File: config.mk
export PLATFORM = sky130hd
export DESIGN_NAME = timer_count_ctrl
export DESIGN_NICKNAME = d
export VERILOG_FILES = /design/src/rtl/timer_pkg.sv /design/src/rtl/timer_prescaler.sv /design/src/rtl/timer_count_ctrl.sv
export SDC_FILE = /design/constraint.sdc
export NUM_CORES = 1
export LEC_CHECK = 0
export ABC_AREA = 1
export CAP_MARGIN = 20
export CORE_MARGIN = 3
export CORE_UTILIZATION = 46
export DETAILED_ROUTE_END_ITERATION = 12
export PLACE_DENSITY_LB_ADDON = 0.15
export SLEW_MARGIN = 20
export SYNTH_ARGS = -nofsm -noshare
export SYNTH_HDL_FRONTEND = slang
export SYNTH_SLANG_ARGS = --single-unit
File: constraint.sdc
create_clock -name clk -period 2 [get_ports clk]
set_input_delay 0.3 -clock clk [delete_from_list [all_inputs] [get_ports clk]]
set_output_delay 0.3 -clock clk [all_outputs]
set_load 0.05 [all_outputs]
File: src/rtl/timer_pkg.sv
// Shared types and constants for the 8-bit timer.
// States, clock-select encodings, divide masks, TSR bit positions.
package timer_pkg;

  typedef enum logic [1:0] {
    IDLE,
    LOAD,
    COUNT
  } timer_state_e;

  localparam int MASK_W = 4;

  localparam logic [1:0] CKS_DIV2  = 2'b00;
  localparam logic [1:0] CKS_DIV4  = 2'b01;
  localparam logic [1:0] CKS_DIV8  = 2'b10;
  localparam logic [1:0] CKS_DIV16 = 2'b11;

  localparam int TSR_OVF_BIT = 0;
  localparam int TSR_UDF_BIT = 1;

  function automatic logic [MASK_W-1:0] cks_mask(
    input logic [1:0] cks
  );
    logic [MASK_W-1:0] m;
    unique case (cks)
      CKS_DIV2:  m = 4'b0001;
      CKS_DIV4:  m = 4'b0011;
      CKS_DIV8:  m = 4'b0111;
      CKS_DIV16: m = 4'b1111;
      default:   m = 4'b0001;
    endcase
    return m;
  endfunction

endpackage

File: src/rtl/timer_prescaler.sv
// Free-running prescaler producing a one-clk count tick.
// Ports: clk, rst, clear (hold at 0), cks (divide select) in; tick out.
module timer_prescaler
  import timer_pkg::*;
#(
  parameter int PRESC_W = 4
) (
  input  logic       clk,
  input  logic       rst,
  input  logic       clear,
  input  logic [1:0] cks,
  output logic       tick
);

  logic [PRESC_W-1:0] cnt;
  logic [PRESC_W-1:0] mask;

  assign mask = PRESC_W'(cks_mask(cks));

  // tick is registered off the pre-increment count, so the
  // first strobe lands a full divide period after clear drops.
  always_ff @(posedge clk or posedge rst) begin
    if (rst) begin
      cnt  <= '0;
      tick <= 1'b0;
    end else if (clear) begin
      cnt  <= '0;
      tick <= 1'b0;
    end else begin
      cnt  <= cnt + PRESC_W'(1);
      tick <= ((cnt & mask) == mask);
    end
  end

endmodule

File: src/rtl/timer_count_ctrl.sv
// Timer sequencing FSM, TCNT counter and sticky OVF/UDF flags.
// Ports: load/enable/dir/cks/clr controls in; tcnt, tick, flags, tsr out.
module timer_count_ctrl
  import timer_pkg::*;
#(
  parameter int DATA_WIDTH = 8,
  parameter int PRESC_W    = 4
) (
  input  logic                  clk,
  input  logic                  rst,
  input  logic [DATA_WIDTH-1:0] count_start_value,
  input  logic                  count_load,
  input  logic                  count_enable,
  input  logic                  count_up_down,
  input  logic [1:0]            cks,
  input  logic                  clr_ovf,
  input  logic                  clr_udf,
  output logic [DATA_WIDTH-1:0] tcnt,
  output logic                  tick,
  output logic                  tmr_ovf,
  output logic                  tmr_udf,
  output logic [DATA_WIDTH-1:0] tsr
);

  timer_state_e state;
  timer_state_e state_d;

  logic [DATA_WIDTH-1:0] tcnt_d;
  logic                  ovf_set;
  logic                  udf_set;
  logic                  presc_clr;

  always_comb begin
    state_d = IDLE;
    priority case (1'b1)
      count_load:   state_d = LOAD;
      count_enable: state_d = COUNT;
      default:      state_d = IDLE;
    endcase
  end

  // Clearing on either side of a COUNT boundary keeps tick low
  // outside COUNT and restarts a full period on every entry.
  assign presc_clr = (state != COUNT) || (state_d != COUNT);

  timer_prescaler #(
    .PRESC_W (PRESC_W)
  ) u_presc (
    .clk   (clk),
    .rst   (rst),
    .clear (presc_clr),
    .cks   (cks),
    .tick  (tick)
  );

  always_comb begin
    tcnt_d  = tcnt;
    ovf_set = 1'b0;
    udf_set = 1'b0;
    if (state_d == LOAD) begin
      tcnt_d = count_start_value;
    end else if (state_d == COUNT && tick) begin
      if (count_up_down) begin
        tcnt_d  = tcnt + DATA_WIDTH'(1);
        ovf_set = (tcnt == '1);
      end else begin
        tcnt_d  = tcnt - DATA_WIDTH'(1);
        udf_set = (tcnt == '0);
      end
    end
  end

  always_ff @(posedge clk or posedge rst) begin
    if (rst) begin
      state   <= IDLE;
      tcnt    <= '0;
      tmr_ovf <= 1'b0;
      tmr_udf <= 1'b0;
    end else begin
      state   <= state_d;
      tcnt    <= tcnt_d;
      tmr_ovf <= ovf_set | (tmr_ovf & ~clr_ovf);
      tmr_udf <= udf_set | (tmr_udf & ~clr_udf);
    end
  end

  always_comb begin
    tsr              = '0;
    tsr[TSR_OVF_BIT] = tmr_ovf;
    tsr[TSR_UDF_BIT] = tmr_udf;
  end

endmodule

# Word level (Yosys, flattened, before mapping)
# Cells that the tools add are included.
# W data, S select, Z words.
[classes]
add_sub_neg = 3
eq_ne = 9
muxes = 14
n_bitwise = 7
reduce_logical = 5
[ops]
columns = ["op", "n"]
rows = [
  ["$mux W8", 3],
  ["$pmux W4 S4", 1],
  ["$add A8 B1 Y8 const B", 1],
  ["$eq A8 B8 Y1 const B", 1],
  ["$logic_not A8 Y1", 1],
  ["$sub A8 B1 Y8 const B", 1],
  ["$mux W1", 7],
  ["$eq A2 B2 Y1 const B", 3],
  ["$add A4 B1 Y4 const B", 1],
  ["$and A4 B4 Y4", 1],
  ["$eq A2 B1 Y1 const B", 2],
  ["$eq A4 B4 Y1", 1],
  ["$mux W2", 2],
  ["$mux W4", 1],
  ["$ne A2 B2 Y1 const B", 2],
  ["$and A1 B1 Y1", 2],
  ["$logic_not A2 Y1", 1],
  ["$not A1 Y1", 2],
  ["$or A1 B1 Y1", 2],
  ["$reduce_bool A2 Y1", 1],
  ["$logic_and A1 B1 Y1", 1],
  ["$logic_or A1 B1 Y1", 1],
]
[word_totals]
register_bits = 17
input_bits = 17
out_inout_bits = 19
word_cells = 44

# Depth between registers and ports, before layout
# Gate-level depths: netlist of the first run.
[logic_depth]
depth_word = 7
mapped_depth = 10
mapped_depth_nobuf = 10

# Modules after synthesis
# From an unflattened synthesis of the first run, not the netlist that was laid out.
[unflattened]
hier_cells = 151
hier_area_um2 = 1191.1
[by_module_without_submodules]
columns = ["mod", "instances", "cells_per_inst", "area_each_um2", "seq_area_each_um2"]
rows = [
  ["timer_count_ctrl", 1, 124, 958.4, 300.3],
  ["timer_prescaler", 1, 27, 232.7, 125.1],
]

# Least setup slack after synthesis of the first run
# No wires, ideal clock.
[synth_timing]
path_type = "reg-to-reg"
start = "register tcnt[2]"
end = "register tcnt[5]"
setup_time_ps = 126
arrival_time_ps = 1597
t_required_ps = 1874
path_slack_ps = 277
stages_incl_launch_ff = 7
path_buffers = 0
synth_period_minus_slack_ps = 1723
path_cell_list = "dfrtp_1 ha_1 or2_2 nand3b_1 nand3_1 nand3_1 nand3_1"
[synth_between]
elab_chain_cells = 4
word_cells_on_any_way = 5
cone_classes = "2 x add/sub; 3 x mux"
[synth_rtl]
columns = ["element", "line", "rtl"]
rows = [
  ["from (decl)", "timer_count_ctrl.sv:18", "output logic [DATA_WIDTH-1:0] tcnt,"],
  ["from (signal assigned)", "timer_count_ctrl.sv:81", "tcnt <= tcnt_d;"],
  ["$sub A8 B1 Y8 / $add A8 B1 Y8 (equally long branches)", "timer_count_ctrl.sv:67, timer_count_ctrl.sv:64", ""],
  ["$mux W8 (*)", "timer_count_ctrl.sv:63", "if (count_up_down) begin"],
  ["$mux W8 (*)", "timer_count_ctrl.sv:62", "end else if (state_d == COUNT && tick) begin"],
  ["$mux W8 (*)", "timer_count_ctrl.sv:60", "if (state_d == LOAD) begin"],
]
# Mark *: on every way between the ends. The rest lies on a longest branch, timed or not. The select of a mux whose other input is x is not followed.
# A chain may end at the register's enable or synchronous reset.

# Worst setup path after layout of the first run
[layout_timing]
start = "register tcnt[7]"
end = "output tcnt[7]"
# No word-level cell between the ends.

==> key figures, run 1 <==
Worst setup path
  • Crit Path Max Fanout: 5
  • Worst path bufs/invs: 1
  • Worst endpoint required time: 1700 ps
  • R2R depth: 6
  • Stages on the worst setup path: 1
  • Critical setup path kind: register to output pin
  • Critical path capture point type: output pin
  • WP data arrival: 1620 ps
  • Cell at the slowest stage of the critical path: clkdlybuf4s50_1
  • Critical path's top delay family: buffers and inverters
  • Worst setup SP type: register
  • Critical path cell sequence: clkdlybuf4s50_1
  • CP max stage delay: 840 ps

Synth
  • Synth Instances: 145
  • Mean Syn Cell Area: 8.23 µm²
  • Synth warn: 0
  • Mapped Area: 1190 µm²
  • Yosys reg bits: 17
  • Distinct cells, synth: 29
  • Seq/Total Area, Yosys: 35.6%

Cells and area
  • Antenna cells: 0
  • Fin nets: 204
  • Most common cell after layout, fill and taps aside: nand2_1
  • Layout Utilization: 65.3%
  • Synth-to-layout area growth: 28.1%
  • Most frequent cells in the layout: nand2_1 (34), clkdlybuf4s50_1 (27), inv_1 (17), dfrtp_1 (17), nor2_1 (14)
  • Design area: 1530 µm²
  • Fillers: 217
  • Share of cells above drive strength 1: 10.7%

Die
  • Starting density of the core: 51.0%
  • Die Wd: 56.9 µm
  • IO Pins: 36
  • Die area: 3240 µm²
  • Row count: 17
  • Die Ht: 56.9 µm
  • Core area: 2340 µm²

Drt
  • Final wirelength: 2.69 mm
  • Drc violations: 0
  • Final ANT Viol Nets: 0
  • DR iter-0 viols: 6
  • Drt wl/cell: 13.0 µm
  • Via count: 1,030
  • First drt pass iteration count: 4
  • Vias per cell: 5.00

CTS
  • Clock H-tree levels: 1
  • Clock Latency Late Sink: 310 ps
  • Clock Path Buffers: 2
  • Clock-pin slew on the worst setup and hold paths: 110 ps
  • Resized Gates After CTS: 0
  • Sink Count: 17
  • CTS root buf: clkbuf_4
  • Post-CTS Setup Inserts: 0
  • Hold_buf cts: 0
  • Cts bufs inserted: 3
  • CTS tree: built

GRT
  • Met3 global-route usage: 2.94%
  • Number of antenna violations at the first check in global routing: 0
  • First-pass GRT wire length: 4.62 mm
  • Vias in the first global route: 1,047
  • GRT busiest layer: met2
  • Met2 Use GR: 29.9%
  • Pin count of the biggest net entering global routing: 18
  • Gr ovfl total: 0
  • Grt met1 use: 22.8%
  • GRT Total Usage: 17.9%

Power and ir drop
  • Leak: 0.000790 µW
  • Power density over cell area: 620 nW/µm²
  • Peak supply drop: 456 µV

Run
  • Max-Cap Viols: 0

Placement
  • Pre-CTS WS: -57.7 ps
  • IO Port Bufs: 29
  • Placer congestion estimate: 0.874
  • Placement Cell Area: 1500 µm²
  • Hpwl dp: 2.06 mm

STA
  • Final min period: 1920 ps
  • Worst-margin pin slew: 684 ps
  • Max Slew Vio Count: 0
  • Period utilization: 96.2%
  • Final setup fails: 0
  • RSZ-0062 raised after global routing: no
  • Final hold vios: 0
  • Final worst slack: 76.9 ps
  • Final Skew: 5.36 ps
  • Hold_ws: 386 ps
  • F_max: 0.520 GHz
  • Headroom to the max-slew limit: 54.4%

Run status
  • Status: completed

Min path
  • Hold Crit Class: input pin to async pin
metal layers:
metal / up-vias / share of wire, %
li1: 522 / -
met1: 469 / 46
met2: 34 / 46
met3: 5 / 6.1
met5: - / 0
met4: 0 / 1.8
cell usage after synthesis:
| cell type | n | area [µm²] |
|---|---|---|
| o211ai_1 | 2 | 15.0 |
| buf_6 | 1 | 11.3 |
| nand3b_1 | 1 | 7.51 |
| inv_1 | 17 | 63.8 |
| xor2_1 | 4 | 35.0 |
| ha_1 | 7 | 87.6 |
| nor2_8 | 2 | 40.0 |
| nor4_1 | 1 | 6.26 |
| nand3_1 | 12 | 60.1 |
| dfrtp_1 | 17 | 425 |
| nand2_4 | 1 | 11.3 |
| o21ai_0 | 4 | 20.0 |
| nor3_1 | 1 | 5.00 |
| nor2_1 | 14 | 52.6 |
| conb_1 | 1 | 3.75 |
| xnor2_1 | 2 | 17.5 |
| fa_1 | 1 | 20.0 |
| nand2_1 | 34 | 128 |
| a211oi_1 | 1 | 7.51 |
| nand3b_4 | 1 | 20.0 |
| a22oi_2 | 2 | 25.0 |
| inv_8 | 1 | 11.3 |
| o21ai_1 | 1 | 5.00 |
| nand4_1 | 3 | 18.8 |
| or2_2 | 1 | 6.26 |
| a21oi_1 | 2 | 10.0 |
| buf_4 | 8 | 60.1 |
| inv_2 | 2 | 7.51 |
| o31ai_2 | 1 | 12.5 |
stage by stage:
step	instances	power (µW)	TNS (ps)
after floorplan	150	648	0
after global placement	202	750	-15.5
after detailed placement	202	757	-117
after CTS	206	958	0
after global routing	206	1010	0
final	206	949	0
cell type report:
type	count	area, µm²	area share, %
inverter	20	82.6	5.40
tap	28	35.0	2.29
clock buffer	3	22.5	1.47
multi-input combinational	104	633	41.4
clock inverter	1	5.00	0.327
timing repair buffer	33	325	21.3
sequential	17	425	27.8
where the power goes:
group / leakage [µW] / internal, µW / switching [µW]
Clock: 0.0000177 / 74.7 / 123
Combinational: 0.000553 / 139 / 217
Sequential: 0.000219 / 363 / 31.9
sequential cells by signal (all words and copies together), names as in the netlist:
signal,flops
tmr_udf,1
tmr_ovf,1
tcnt,8
state,2
u_presc.tick,1
u_presc.cnt,4
kinds of logic (layout without fill, tap and decap cells):
kind of cell             Yosys count  count (layout)  share of synthesized area [%]
AO/OA/AOI/OAI                     13              13                           7.97
XOR/XNOR                           6               6                           4.40
adder cells (fa/ha/maj)            8               8                           9.01
buffers and inverters             29              57                           12.9
flip-flops                        17              17                           35.6
other                              1               6                          0.314
AND/OR/NAND/NOR                   71              71                           29.8
final timing paths:
path,start,slack [ps],end
max,tcnt[7],80,tcnt[7]
min,rst,390,tcnt[1]
max reg2reg,tcnt[2],470,tcnt[5]
min reg2reg,u_presc.cnt[0],490,u_presc.cnt[0]
max in group asynchronous,rst,1180,u_presc.tick
min in group clk,u_presc.cnt[0],490,u_presc.cnt[0]
(Power assumes the default switching activity.)
==> inputs of run 2 (changes only) <==
--- a/config.mk
+++ b/config.mk
@@ -7,8 +7,10 @@
 export LEC_CHECK = 0
 export ABC_AREA = 1
 export CAP_MARGIN = 20
+export CELL_PAD_IN_SITES_DETAIL_PLACEMENT = 0
+export CELL_PAD_IN_SITES_GLOBAL_PLACEMENT = 1
 export CORE_MARGIN = 3
-export CORE_UTILIZATION = 46
+export CORE_UTILIZATION = 33
 export DETAILED_ROUTE_END_ITERATION = 12
 export PLACE_DENSITY_LB_ADDON = 0.15
 export SLEW_MARGIN = 20
==> run 2 against run 1 <==
Compared with the run above:
- worst hold slack got worse by 6.9 ps
- sequential power barely moved
- critical endpoint is now tcnt[4]
- die area rose by 35%
- total power rose by 1.9%
- critical path depth did not move
- global-route usage fell by 2.8 points
- routed wire length rose by 5.3%
- combinational power rose by 4%
- via count rose by 0.78%
- sequential share of layout area fell by 0.80 points
- non-clock buffer count rose by 3
==> key figures, run 2 (same netlist as run 1, synthesis figures left out) <==
CTS
  • Clock H-tree levels: 1
  • Clock-pin slew on the worst setup and hold paths: 110 ps
  • Sink Count: 17
  • Clock Path Buffers: 2
  • Post-CTS Setup Inserts: 0
  • CTS tree: built
  • Clock Latency Late Sink: 310 ps
  • CTS root buf: clkbuf_4
  • Cts bufs inserted: 3

Cells and area
  • Antenna cells: 0
  • Synth-to-layout area growth: 31.9%
  • Max reg flops: 8
  • Most frequent cells in the layout: nand2_1 (34), clkdlybuf4s50_1 (27), inv_1 (17), dfrtp_1 (17), nor2_1 (14)
  • Reg with most FFs: tcnt
  • Fillers: 368
  • Fin cells: 227
  • Share of cells above drive strength 1: 12.2%
  • Most common cell after layout, fill and taps aside: nand2_1
  • Multi-input logic area: 633 µm²
  • Fin nets: 207
  • Register area: 425 µm²
  • Top Registers: tcnt x8, u_presc.cnt x4, state x2

Power and ir drop
  • Int Power: 589 µW
  • Clock share of power: 20.7%
  • Leak: 0.000804 µW
  • Register share of total power: 40.9%
  • Power density over cell area: 614 nW/µm²
  • Comb power frac: 38.4%
  • Net Sw Frac: 39.1%
  • Net Sw Power: 378 µW
  • Peak supply drop: 318 µV

STA
  • Final setup fails: 0
  • F_max: 0.521 GHz
  • TNS Setup: 0 ps
  • Max Slew Vio Count: 0
  • Worst-margin pin slew: 668 ps
  • Final Skew: 8.07 ps
  • Period utilization: 95.9%
  • Final min period: 1920 ps
  • Headroom to the max-slew limit: 55.4%
  • RSZ-0062 raised after global routing: no
  • Final hold vios: 0

Worst setup path
  • FF-to-FF Start: tcnt[2]
  • Worst path bufs/invs: 1
  • WP data arrival: 1620 ps
  • CP max stage delay: 840 ps
  • R2R depth: 6
  • Worst setup SP type: register
  • Critical setup path kind: register to output pin
  • Start point of the critical path: tcnt[4]
  • Crit Path Max Fanout: 5
  • Crit Reg-Reg Endpoint: tcnt[7]
  • Critical path's top delay family: buffers and inverters
  • Critical path cell sequence: clkdlybuf4s50_1
  • Cell at the slowest stage of the critical path: clkdlybuf4s50_1
  • Critical path capture point type: output pin
  • Worst endpoint required time: 1700 ps
  • Reg2reg setup slack: 450 ps

Drt
  • Vias per cell: 4.57
  • Via count: 1,038
  • DR iter-0 viols: 50
  • Drt wl/cell: 12.5 µm
  • Final wirelength: 2.83 mm
  • First drt pass iteration count: 4
  • Final ANT Viol Nets: 0
  • Drc violations: 0

Die
  • Row count: 21
  • Core area: 3420 µm²
  • Die Wd: 66.1 µm
  • Die Ht: 66.1 µm
  • Starting density of the core: 34.9%
  • Die area: 4370 µm²
  • IO Pins: 36

Min path
  • Hold Crit Class: input pin to async pin

Placement
  • IO Port Bufs: 29
  • Placed insts: 223
  • Hpwl dp: 2.24 mm
  • Placer congestion estimate: 0.800

GRT
  • Vias in the first global route: 1,120
  • Gr ovfl total: 0
  • GRT Total Usage: 15.1%
  • Number of antenna violations at the first check in global routing: 0
  • First-pass GRT wire length: 5.06 mm
  • Pin count of the biggest net entering global routing: 18

Run
  • Max-Cap Viols: 0

Run status
  • Status: completed
run 2: how the worst max path moves through the flow:
stage / end / slack, ps / cells after the start
3_3_place_gp: tcnt[5] / -70 / 8
2_1_floorplan: tcnt[5] / 280 / 6
3_5_place_dp: tcnt[7] / -70 / 8
4_1_cts: tcnt[0] / 3 / 1
6_report: tcnt[4] / 80 / 1
5_1_grt: tcnt[7] / 40 / 1
run 2: layout make-up:
cell class                 instances  area share (%)
timing repair buffer              36            22.1
inverter                          20            5.25
tap                               46            3.66
clock inverter                     1           0.318
clock buffer                       3            1.43
sequential                        17            27.0
multi-input combinational        104            40.2
run 2: timing repair:
action	CTS	global route
gates resized for setup	0	2
setup endpoints to repair	0	2
hold buffers	0	0
run 2: power by group through the flow:
stage	clock (µW)	combinational (µW)	sequential, µW
2_1_floorplan	0	194	455
3_3_place_gp	0	369	402
3_5_place_dp	0	372	403
4_1_cts	206	375	397
5_1_grt	220	414	401
6_report	200	371	396
run 2: stage by stage:
step | util, % | power [µW] | hold WS (ps) | setup slack (ps) | area [µm²]
after floorplan | - | 648 | 226 | 277 | 1210
after global placement | 45.1 | 772 | 466 | -66.2 | 1540
after detailed placement | 45.1 | 775 | 478 | -74.7 | 1540
after CTS | 45.9 | 978 | 417 | 3.46 | 1570
after global routing | 46.1 | 1030 | 468 | 41.3 | 1570
final | 46.1 | 967 | 380 | 82.3 | 1570
run 2: per-layer routing:
| layer | wire length [µm] | GRT usage (%) |
|---|---|---|
| met4 | 38 | 4.57 |
| met3 | 166 | 2.55 |
| met2 | 1360 | 25.5 |
| met1 | 1260 | 19.6 |
| met5 | 0 | 0 |
==> inputs of run 3 (changes only) <==
--- a/config.mk
+++ b/config.mk
@@ -9,7 +9,6 @@
 export CAP_MARGIN = 20
 export CELL_PAD_IN_SITES_DETAIL_PLACEMENT = 0
 export CELL_PAD_IN_SITES_GLOBAL_PLACEMENT = 1
-export CORE_MARGIN = 3
 export CORE_UTILIZATION = 33
 export DETAILED_ROUTE_END_ITERATION = 12
 export PLACE_DENSITY_LB_ADDON = 0.15
==> constraint.sdc (replaced) <==
create_clock -name clk -period 1.8 [get_ports clk]
set_input_delay 0.27 -clock clk [delete_from_list [all_inputs] [get_ports clk]]
set_output_delay 0.27 -clock clk [all_outputs]
set_load 0.05 [all_outputs]
==> run 3 against run 2 <==
Compared with the run above:
- final area decreased by 0.16%
- sequential share of layout area about the same
- cell count up 1.3%
- via count fell by 0.29%
- largest power group unchanged
==> key figures, run 3 (same netlist as run 1, synthesis figures left out) <==
Worst setup path
  • Critical setup path kind: register to output pin
  • Reg2reg setup slack: 290 ps
  • WP data arrival: 1470 ps
  • Worst setup SP type: register
  • Crit path to: tsr[1]
  • Cell at the slowest stage of the critical path: clkdlybuf4s50_1
  • Stages on the worst setup path: 1
  • FF-to-FF Start: tcnt[6]
  • Crit Path Max Fanout: 3
  • Worst path bufs/invs: 1
  • Crit Reg-Reg Endpoint: tcnt[7]
  • CP max stage delay: 800 ps
  • Critical path cell sequence: clkdlybuf4s50_1
  • Critical path's top delay family: buffers and inverters
  • Start point of the critical path: tmr_udf
  • R2R depth: 7
  • Critical path capture point type: output pin
  • Worst endpoint required time: 1530 ps

Cells and area
  • Layout Utilization: 46.4%
  • Reg with most FFs: tcnt
  • Most frequent cells in the layout: nand2_1 (34), clkdlybuf4s50_1 (19), buf_4 (19), dfrtp_1 (17), inv_1 (16)
  • Top Registers: tcnt x8, u_presc.cnt x4, state x2
  • Most common cell after layout, fill and taps aside: nand2_1
  • Antenna cells: 0
  • Fin nets: 210
  • Share of cells above drive strength 1: 19.0%
  • Max reg flops: 8
  • Design area: 1570 µm²
  • Synth-to-layout area growth: 31.7%

Drt
  • Drc violations: 0
  • Via count: 1,035
  • Final ANT Viol Nets: 0
  • Wire length on met1: 1.20 mm
  • First drt pass iteration count: 4
  • Vias per cell: 4.50
  • Max layer used: met4
  • Met3 WL: 139 µm
  • Final wirelength: 2.59 mm
  • Drt wl/cell: 11.2 µm
  • Routed wl met2: 1.23 mm
  • DR iter-0 viols: 16

Placement
  • Placement Cell Area: 1540 µm²
  • Pre-CTS WS: -228 ps
  • IO Port Bufs: 29
  • Hpwl dp: 2.11 mm
  • Placer congestion estimate: 0.795

STA
  • Final setup fails: 0
  • Max Slew Vio Count: 0
  • Headroom to the max-slew limit: 66.5%
  • RSZ-0062 raised after global routing: no
  • TNS Setup: 0 ps
  • Final hold vios: 0
  • Final worst slack: 57.8 ps
  • Worst-margin pin slew: 502 ps
  • Period utilization: 96.8%
  • Final Skew: 2.43 ps
  • F_max: 0.574 GHz
  • Final min period: 1740 ps

Run
  • Max-Cap Viols: 0

CTS
  • CTS root buf: clkbuf_4
  • Cts bufs inserted: 3
  • Clock H-tree levels: 1
  • Sink Count: 17
  • Clock Path Buffers: 2
  • Hold_buf cts: 0
  • Clock Latency Late Sink: 290 ps
  • Post-CTS Setup Inserts: 0
  • Clock-pin slew on the worst setup and hold paths: 100 ps
  • Resized Gates After CTS: 0
  • CTS tree: built

GRT
  • GRT Total Usage: 15.1%
  • Gr ovfl total: 0
  • Number of antenna violations at the first check in global routing: 0
  • Pin count of the biggest net entering global routing: 18
  • First-pass GRT wire length: 4.61 mm
  • Vias in the first global route: 1,000

Die
  • Die Ht: 62.1 µm
  • Die Wd: 62.1 µm
  • IO Pins: 36
  • Starting density of the core: 35.2%
  • Row count: 21
  • Die area: 3860 µm²
  • Core area: 3390 µm²

Min path
  • Hold Crit Class: input pin to async pin

Power and ir drop
  • Leak: 0.000826 µW
  • Power Total: 1060 µW
  • Power density over cell area: 672 nW/µm²
  • Peak supply drop: 372 µV

Run status
  • Status: completed
## run 3: routing by layer
layer | global-route usage (%) | up-vias
met5 | 0 | -
met1 | 19.7 | 466
met3 | 4.60 | 3
met4 | 2.91 | 0
li1 | - | 536
met2 | 24.6 | 30
## run 3: worst min-delay path: cells and delay by family
| family | cells | cell delay (ps) |
|---|---|---|
| buffers and inverters | 3 | 680 |
## run 3: how the worst min path moves through the flow
stage / slack [ps] / endpoint
2_1_floorplan: 200 / state[0]
3_3_place_gp: 470 / u_presc.cnt[0]
3_5_place_dp: 470 / u_presc.cnt[0]
4_1_cts: 280 / u_presc.cnt[3]
5_1_grt: 300 / u_presc.cnt[3]
6_report: 280 / u_presc.cnt[3]
## run 3: area by class of cell
type | instances | area, µm²
clock inverter | 1 | 5.00
tap | 46 | 57.6
timing repair buffer | 39 | 345
fill | 348 | 1820
multi-input combinational | 104 | 633
inverter | 20 | 82.6
clock buffer | 3 | 22.5
sequential | 17 | 425
## run 3: through the flow
step,std cells,hold slack (ps)
after detailed placement,226,474
after CTS,230,284
after global placement,226,468
after floorplan,150,196
final,230,283
after global routing,230,302
## run 3: power by group
part           internal (µW)  switching (µW)
clock network           82.7             118
registers                403            34.3
logic                    169             248
total                    655             400
